**config.mk**
```make
export PLATFORM = sky130hd
export DESIGN_NAME = des_f_pipe
export DESIGN_NICKNAME = d
export VERILOG_FILES = /design/src/rtl/des_f_pipe.sv
export SDC_FILE = /design/constraint.sdc
export NUM_CORES = 1
export LEC_CHECK = 0
export ABC_CLOCK_PERIOD_IN_PS = 2930
export BUFFER_PORTS_ARGS = -buffer_cell sky130_fd_sc_hd__buf_2
export CORE_MARGIN = 1
export CORE_UTILIZATION = 30
export DETAILED_ROUTE_END_ITERATION = 10
export GPL_TIMING_DRIVEN = 0
export MAX_ROUTING_LAYER = met4
export PLACE_DENSITY_LB_ADDON = 0.2
export SLEW_MARGIN = 10
export SYNTH_ARGS = -nofsm -noshare
export SYNTH_HDL_FRONTEND = slang
export SYNTH_HIERARCHICAL = 1
export SYNTH_SLANG_ARGS = --single-unit
export TNS_END_PERCENT = 20
```
**constraint.sdc**
```tcl
create_clock -name clk -period 2.93 [get_ports clk]
set_input_delay 0.4395 -clock clk [delete_from_list [all_inputs] [get_ports clk]]
set_output_delay 0.4395 -clock clk [all_outputs]
set_load 0.005 [all_outputs]
```
**src/rtl/des_f_pipe.sv**
```systemverilog
// des_f_pipe: three-stage pipelined DES round function f(R, K).
// Stage 1 registers E(R) ^ K. Stage 2 registers the eight S-box outputs.
// Stage 3 registers P(S). Valid/ready flow control is used throughout.
// All stages advance together whenever the output is free or being consumed.

// Shared 64-entry S-box lookup. The table is a packed parameter with entry 0
// in the top nibble. The index is row*16 + column, where row = {in[5], in[0]}
// and column = in[4:1]. The bit offset of an entry is 255 - 4*idx, which is
// written as {~idx, 2'b11} so that it stays an exact 8-bit index.
module des_sbox_lut #(
  parameter logic [255:0] TBL = '0
) (
  input  logic [5:0] in,
  output logic [3:0] out
);
  logic [5:0] idx;
  assign idx = {in[5], in[0], in[4:1]};
  assign out = TBL[{~idx, 2'b11} -: 4];
endmodule

module S_Box_1 (input logic [5:0] in, output logic [3:0] out);
  des_sbox_lut #(.TBL(256'hE4D12FB83A6C5907_0F74E2D1A6CB9538_41E8D62BFC973A50_FC8249175B3EA06D))
    u_lut (.in(in), .out(out));
endmodule

module S_Box_2 (input logic [5:0] in, output logic [3:0] out);
  des_sbox_lut #(.TBL(256'hF18E6B34972DC05A_3D47F28EC01A69B5_0E7BA4D158C6932F_D8A13F42B67C05E9))
    u_lut (.in(in), .out(out));
endmodule

module S_Box_3 (input logic [5:0] in, output logic [3:0] out);
  des_sbox_lut #(.TBL(256'hA09E63F51DC7B428_D709346A285ECBF1_D6498F30B12C5AE7_1AD069874FE3B52C))
    u_lut (.in(in), .out(out));
endmodule

module S_Box_4 (input logic [5:0] in, output logic [3:0] out);
  des_sbox_lut #(.TBL(256'h7DE3069A1285BC4F_D8B56F03472C1AE9_A690CB7DF13E5284_3F06A1D8945BC72E))
    u_lut (.in(in), .out(out));
endmodule

module S_Box_5 (input logic [5:0] in, output logic [3:0] out);
  des_sbox_lut #(.TBL(256'h2C417AB6853FD0E9_EB2C47D150FA3986_421BAD78F9C5630E_B8C71E2D6F09A453))
    u_lut (.in(in), .out(out));
endmodule

module S_Box_6 (input logic [5:0] in, output logic [3:0] out);
  des_sbox_lut #(.TBL(256'hC1AF92680D34E75B_AF427C9561DE0B38_9EF528C3704A1DB6_432C95FABE17608D))
    u_lut (.in(in), .out(out));
endmodule

module S_Box_7 (input logic [5:0] in, output logic [3:0] out);
  des_sbox_lut #(.TBL(256'h4B2EF08D3C975A61_D0B7491AE35C2F86_14BDC37EAF680592_6BD814A7950FE23C))
    u_lut (.in(in), .out(out));
endmodule

module S_Box_8 (input logic [5:0] in, output logic [3:0] out);
  des_sbox_lut #(.TBL(256'hD2846FB1A93E50C7_1FD8A374C56B0E92_7B419CE206ADF358_21E74A8DFC90356B))
    u_lut (.in(in), .out(out));
endmodule

module des_f_pipe (
  input  logic        clk,
  input  logic        rst_n,
  input  logic        flush,
  input  logic        in_valid,
  output logic        in_ready,
  input  logic [31:0] r_in,
  input  logic [47:0] k_in,
  output logic        out_valid,
  input  logic        out_ready,
  output logic [31:0] f_out
);
  logic        adv;
  logic [47:0] expR;
  logic [47:0] s1_x_d, s1_x_q;
  logic [31:0] s2_s_d, s2_s_q;
  logic [31:0] f_d, f_q;
  logic        v1_q, v2_q, ov_q;

  // The whole pipe moves as one; it stalls only when a held output is not taken.
  assign adv      = !ov_q || out_ready;
  assign in_ready = adv;

  // E expansion: group i takes DES bits 4i..4i+5, wrapping around bit 32/1.
  assign expR   = {r_in[0], r_in[31:27], r_in[28:23], r_in[24:19], r_in[20:15],
                   r_in[16:11], r_in[12:7], r_in[8:3], r_in[4:0], r_in[31]};
  assign s1_x_d = expR ^ k_in;

  S_Box_1 u_sb1 (.in(s1_x_q[47:42]), .out(s2_s_d[31:28]));
  S_Box_2 u_sb2 (.in(s1_x_q[41:36]), .out(s2_s_d[27:24]));
  S_Box_3 u_sb3 (.in(s1_x_q[35:30]), .out(s2_s_d[23:20]));
  S_Box_4 u_sb4 (.in(s1_x_q[29:24]), .out(s2_s_d[19:16]));
  S_Box_5 u_sb5 (.in(s1_x_q[23:18]), .out(s2_s_d[15:12]));
  S_Box_6 u_sb6 (.in(s1_x_q[17:12]), .out(s2_s_d[11:8]));
  S_Box_7 u_sb7 (.in(s1_x_q[11:6]),  .out(s2_s_d[7:4]));
  S_Box_8 u_sb8 (.in(s1_x_q[5:0]),   .out(s2_s_d[3:0]));

  // P permutation: output DES bit j takes S bit P[j], i.e. vector bit 32 - P[j].
  assign f_d = {s2_s_q[16], s2_s_q[25], s2_s_q[12], s2_s_q[11],
                s2_s_q[3],  s2_s_q[20], s2_s_q[4],  s2_s_q[15],
                s2_s_q[31], s2_s_q[17], s2_s_q[9],  s2_s_q[6],
                s2_s_q[27], s2_s_q[14], s2_s_q[1],  s2_s_q[22],
                s2_s_q[30], s2_s_q[24], s2_s_q[8],  s2_s_q[18],
                s2_s_q[0],  s2_s_q[5],  s2_s_q[29], s2_s_q[23],
                s2_s_q[13], s2_s_q[19], s2_s_q[2],  s2_s_q[26],
                s2_s_q[10], s2_s_q[21], s2_s_q[28], s2_s_q[7]};

  // Valid bits: flush drops everything in flight (and the incoming item); otherwise shift on adv.
  always_ff @(posedge clk or negedge rst_n) begin
    if (!rst_n) begin
      v1_q <= 1'b0;
      v2_q <= 1'b0;
      ov_q <= 1'b0;
    end else if (flush) begin
      v1_q <= 1'b0;
      v2_q <= 1'b0;
      ov_q <= 1'b0;
    end else if (adv) begin
      v1_q <= in_valid;
      v2_q <= v1_q;
      ov_q <= v2_q;
    end
  end

  // Data registers follow adv only; their contents under a cleared valid are don't-care.
  always_ff @(posedge clk or negedge rst_n) begin
    if (!rst_n) begin
      s1_x_q <= '0;
      s2_s_q <= '0;
      f_q    <= '0;
    end else if (adv) begin
      s1_x_q <= s1_x_d;
      s2_s_q <= s2_s_d;
      f_q    <= f_d;
    end
  end

  assign out_valid = ov_q;
  assign f_out     = f_q;
endmodule

```
# Word level (Yosys, flattened, before mapping)
# Cells that the tools add are included.
# word_totals
ff_bits,115
input_bits,85
output_inout_bits,34
wordCells,32
# classes
n_shift,8
muxes,6
n_bitwise,9
n_reduce_logical,3
# op_table
op,n
$shiftx 259x9->4 const A,8
$not 6->6,8
$xor 48x48->48,1
$mux 1,6
$reduce_bool 2->1,1
$logic_not 1->1,1
$logic_or 1x1->1,1

# Longest topological paths before layout
# logic_depth
ltp_word,4
ltp_mapped,10
mapped_depth_nobuf,8

# Modules after synthesis
# Netlist, hierarchy kept.
# by_module_without_submodules
module,instances,cells_per_inst,area_each_um2,seq_area_each_um2
des_f_pipe,1,486,4658.2,2877.8
des_sbox_lut (u_sb6.u_lut),1,107,750.7,0.0
des_sbox_lut (u_sb1.u_lut),1,90,713.2,0.0
des_sbox_lut (u_sb5.u_lut),1,84,693.2,0.0
des_sbox_lut (u_sb8.u_lut),1,94,668.1,0.0
des_sbox_lut (u_sb3.u_lut),1,81,616.8,0.0
des_sbox_lut (u_sb7.u_lut),1,83,609.3,0.0
des_sbox_lut (u_sb2.u_lut),1,84,589.3,0.0
des_sbox_lut (u_sb4.u_lut),1,73,580.6,0.0

# Worst setup path after synthesis
# OpenSTA, ideal clock, no wires.
# synth_timing
path_kind,register -> register
startpoint,reg s1_x_q[31]
endpoint,reg s2_s_q[23]
setup_ns,0.116
t_arrival_ns,2.209
required_time_ns,2.814
path_slack_ns,0.605
stages_incl_launch_ff,11
path_buffers,2
period_less_slack_ns,2.325
path_cell_list,dfrtp_1 clkbuf_1 inv_1 ha_1 buf_2 or2_1 nand2_1 mux4_2 mux2_4 nand2_1 nand2_1
# synth_between
elab_chain_len,2
# synth_lines
item,line_no,rtl
"start, declared",75,"logic [47:0] s1_x_d, s1_x_q;"
"start signal, assigned",128,s1_x_q <= '0;
"start signal, assigned",132,s1_x_q <= s1_x_d;
$not 6->6,18,"assign out = TBL[{~idx, 2'b11} -: 4];"
$shiftx 259x9->4,18,
named net s2_s_d[23],76,"logic [31:0] s2_s_d, s2_s_q;"
"end signal, assigned",133,s2_s_q <= s2_s_d;
"end, declared",76,
# The timed path passes the listed nets, and every way through them passes these cells.
# A chain may end at the register's enable or synchronous reset.

# Worst setup path after layout
# layout_timing
startpoint,reg s1_x_q[1]
endpoint,reg s2_s_q[0]
# Same word-level chain as after synthesis.

==> run metrics <==
outcome complete, no violations; # port buffers approximately 120; library cells used by synthesis 95; width of the die 183 um; # rows 66; CTS tree built; Pins Over Slew Limit 0; fill count approximately 3,400; Sw Pwr about 2500 uW; Max Cap Violations 0; final count of hold timing violations 0; ant diodes 0; clk buf depth 2; RD Place Congestion 0.889; Routed Antenna Nets 0; final setup fails 0; I/O pins 119; combinational fraction of design power 0.354; drt via density approximately 5; Pleak 0.00531 uW; Detailed Place HPWL 20.0 mm; CTS Buf Count 17; total grt overflow 0; vias in the first global route approximately 8,300; Switching Share 0.350; largest net degree at the start of global routing 84; Iteration-0 DRC Markers 603; root buf cell clkbuf_16; FFs w/ async S/R, synth 1.00; final worst-path setup slack approximately 0.25 ns; EDFF count, synth 0; Fmax about 0.37 GHz; crit path launch type flip-flop; RSZ-0062 raised after global routing no; type of the worst min-delay path in -> reg; Cell Chain, Critical Path inv_1 > ha_1 > buf_2 > mux2_4 > mux4_2 > a211o_1 > nand2_1 > nand2_1; Via Count about 8,900; initial core utilization 0.304; ratio of cells with drive above 1 in the final layout 0.213; Setup Buffers After CTS 0; setup slack at placement approximately 0.29 ns; Final min period approximately 2.7 ns; Syn Inst Count about 1,200; routed len/inst roughly 15 um; most frequent CP cell nand2_1; Slew HR 0.650; cell family with most CP delay multiplexers; Final Skew a little under 0.006 ns; VDD IR max around 380 uV; synthesized flop and latch total between 100 and 150; clk_lat worst skew around 0.41 ns; Slowest-stage cell, CP dfrtp_1; sequential fraction of the synthesis area 0.291; # DRC 0; gr usage total 0.170; Worst EP arrival approximately 3.0 ns; Yosys warning count 6; Flop pwr share 0.324; Core ar. approximately 0.032 sq mm; Worst Tran Pin Value between 0.5 and 0.6 ns; initial antenna violation count 0; Reg area 0.00288 sq mm; syn_area_per_cell approximately 8.4 sq um; WL final ~27 mm; Bufs and invs on worst path 2; Nets between 1,000 and 1,500; Cell Area, Synth a little under 0.01 sq mm; crit-path max FO 13; CP Capture Type flip-flop; cell-internal power 4600 uW; clock sink total 115; drt pass-1 iters 5; die area 0.0337 sq mm; area of the multi-input gates 0.00619 sq mm; pwr dens about 600 mW/mm^2; clock-pin slew on the worst setup and hold paths 0.06 ns; max incr delay on CP between 0.6 and 0.7 ns; Layout area overhead 18.6%; WP data required between 3 and 4 ns; Most used DFF post-synth dfrtp_1; Net Count, Synth between 1,000 and 1,500; H-tree level count 4; first-pass GRT wire length 44.3 mm; final worst path period share 0.916; clock power share 0.322; crit path kind reg -> reg; DIE HEIGHT 183 um; Pwr Total slightly above 7000 uW
==> cells in the final DEF, fill, tap and decap left out, drive strengths merged, types with 5 or more instances in the layout <==
cell / synthesis / final
a21o: 6 / 6
xor2: 6 / 6
o21ai: 79 / 79
a21boi: 5 / 5
a211oi: 19 / 19
nor3b: 6 / 6
xnor2: 59 / 59
ha: 63 / 63
nand2b: 20 / 20
nor4: 7 / 7
or2: 8 / 8
nor2b: 16 / 16
a311oi: 5 / 5
o31ai: 6 / 6
nand3: 6 / 6
nand3b: 8 / 8
nor3: 23 / 23
o211ai: 16 / 16
and2: 5 / 5
o2111ai: 5 / 5
dfrtp: 115 / 115
mux4: 18 / 18
buf: 80 / 199
nand2: 290 / 290
a2111oi: 9 / 9
mux2i: 34 / 34
nor2: 51 / 51
a31oi: 7 / 7
a21oi: 49 / 49
mux2: 8 / 8
clkinv: 1 / 6
o22ai: 6 / 6
inv: 43 / 43
clkbuf: 18 / 38
a211o: 9 / 9
and3: 5 / 5
==> through the flow <==
stage	utilization	setup TNS, ns	instance area (sq um)	hold slack (ns)	instances
floorplan	-	0	9880	0.144	1182
global placement	0.340	-31.39	11000	0.446	1742
detailed placement	0.341	0	11100	0.373	1743
CTS	0.361	0	11700	0.232	1776
global route	0.361	0	11700	0.257	1776
finish	0.361	0	11700	0.254	1776
==> kinds of logic (layout without fill, tap and decap cells) <==
logic type,Yosys count,count (layout),synth area share
adders and majority gates,64,64,0.0808
buffers and inverters,142,294,0.0819
xor gates and xnor gates,65,65,0.0576
and+or+nand+nor,461,461,0.209
DFF,115,115,0.291
AOI/OAI and AO/OA,275,275,0.193
muxes,60,60,0.0861
==> worst register-to-register path, delay by kind of cell, from the launching register on <==
| family | cells | cell delay, ns |
|---|---|---|
| and+or+nand+nor | 2 | 0.11 |
| buffers and inverters | 2 | 0.46 |
| DFF | 1 | 0.61 |
| adders and majority gates | 1 | 0.34 |
| muxes | 2 | 0.74 |
| AOI/OAI and AO/OA | 1 | 0.32 |
==> power groups by stage <==
stage / combinational, uW / clock [uW] / sequential, uW
detailed placement: 2500 / 0 / 2330
floorplan: 1790 / 0 / 2210
CTS: 2510 / 2350 / 2300
global route: 2790 / 2420 / 2350
finish: 2510 / 2280 / 2300
global placement: 2480 / 0 / 2320
==> path summary, 6_finish.rpt <==
| path | depth (start not counted) | start | to | slack [ns] |
|---|---|---|---|---|
| worst max register to register | 8 | s1_x_q[1] | s2_s_q[0] | 0.25 |
| worst max-delay path | 8 | s1_x_q[1] | s2_s_q[0] | 0.25 |
| worst min register to register | 2 | f_out[26] | f_out[26] | 0.46 |
| worst min-delay path | 2 | flush | v2_q | 0.25 |
| min in group asynchronous | 2 | rst_n | s1_x_q[21] | 0.50 |
| max in group asynchronous | 3 | rst_n | s2_s_q[23] | 1.68 |
==> per-layer routing <==
layer	routed length [um]	GRT usage	vias to the layer above
met5	0	-	-
met4	326	0.0330	0
met3	1180	0.0319	23
met2	12700	0.268	197
met1	13200	0.226	4264
li1	-	-	4396
==> layout make-up <==
type	count	share of cell area
timing repair buffer	120	0.0542
inverter	44	0.0141
sequential	115	0.246
clock buffer	20	0.0398
tap	442	0.0472
buffer	98	0.0550
multi-input combinational	925	0.529
clock inverter	12	0.0153
==> flip-flops by register name (all words and copies together) (netlist names) <==
name	flops
out_valid	1
s1_x_q	48
v2_q	1
f_out	32
s2_s_q	32
v1_q	1
==> cell usage after synthesis (all sizes together), types with 7 or more instances <==
master,count,area share
a2111oi,9,0.012
a211o,9,0.0080
a211oi,19,0.015
a21oi,49,0.025
a31oi,7,0.0044
buf,80,0.058
clkbuf,18,0.0076
dfrtp,115,0.29
ha,63,0.080
inv,43,0.016
mux2,8,0.010
mux2i,34,0.034
mux4,18,0.041
nand2,290,0.11
nand2b,20,0.013
nand3b,8,0.0061
nor2,51,0.020
nor2b,16,0.010
nor3,23,0.012
nor4,7,0.0051
o211ai,16,0.012
o21ai,79,0.040
or2,8,0.0051
xnor2,59,0.052
==> repair_timing <==
action,4_1_cts,5_1_grt
gates resized for setup,0,0
hold buffers,1,0
hold endpoints to repair,32,0
Note: power is estimated with default switching activity, not from simulation.
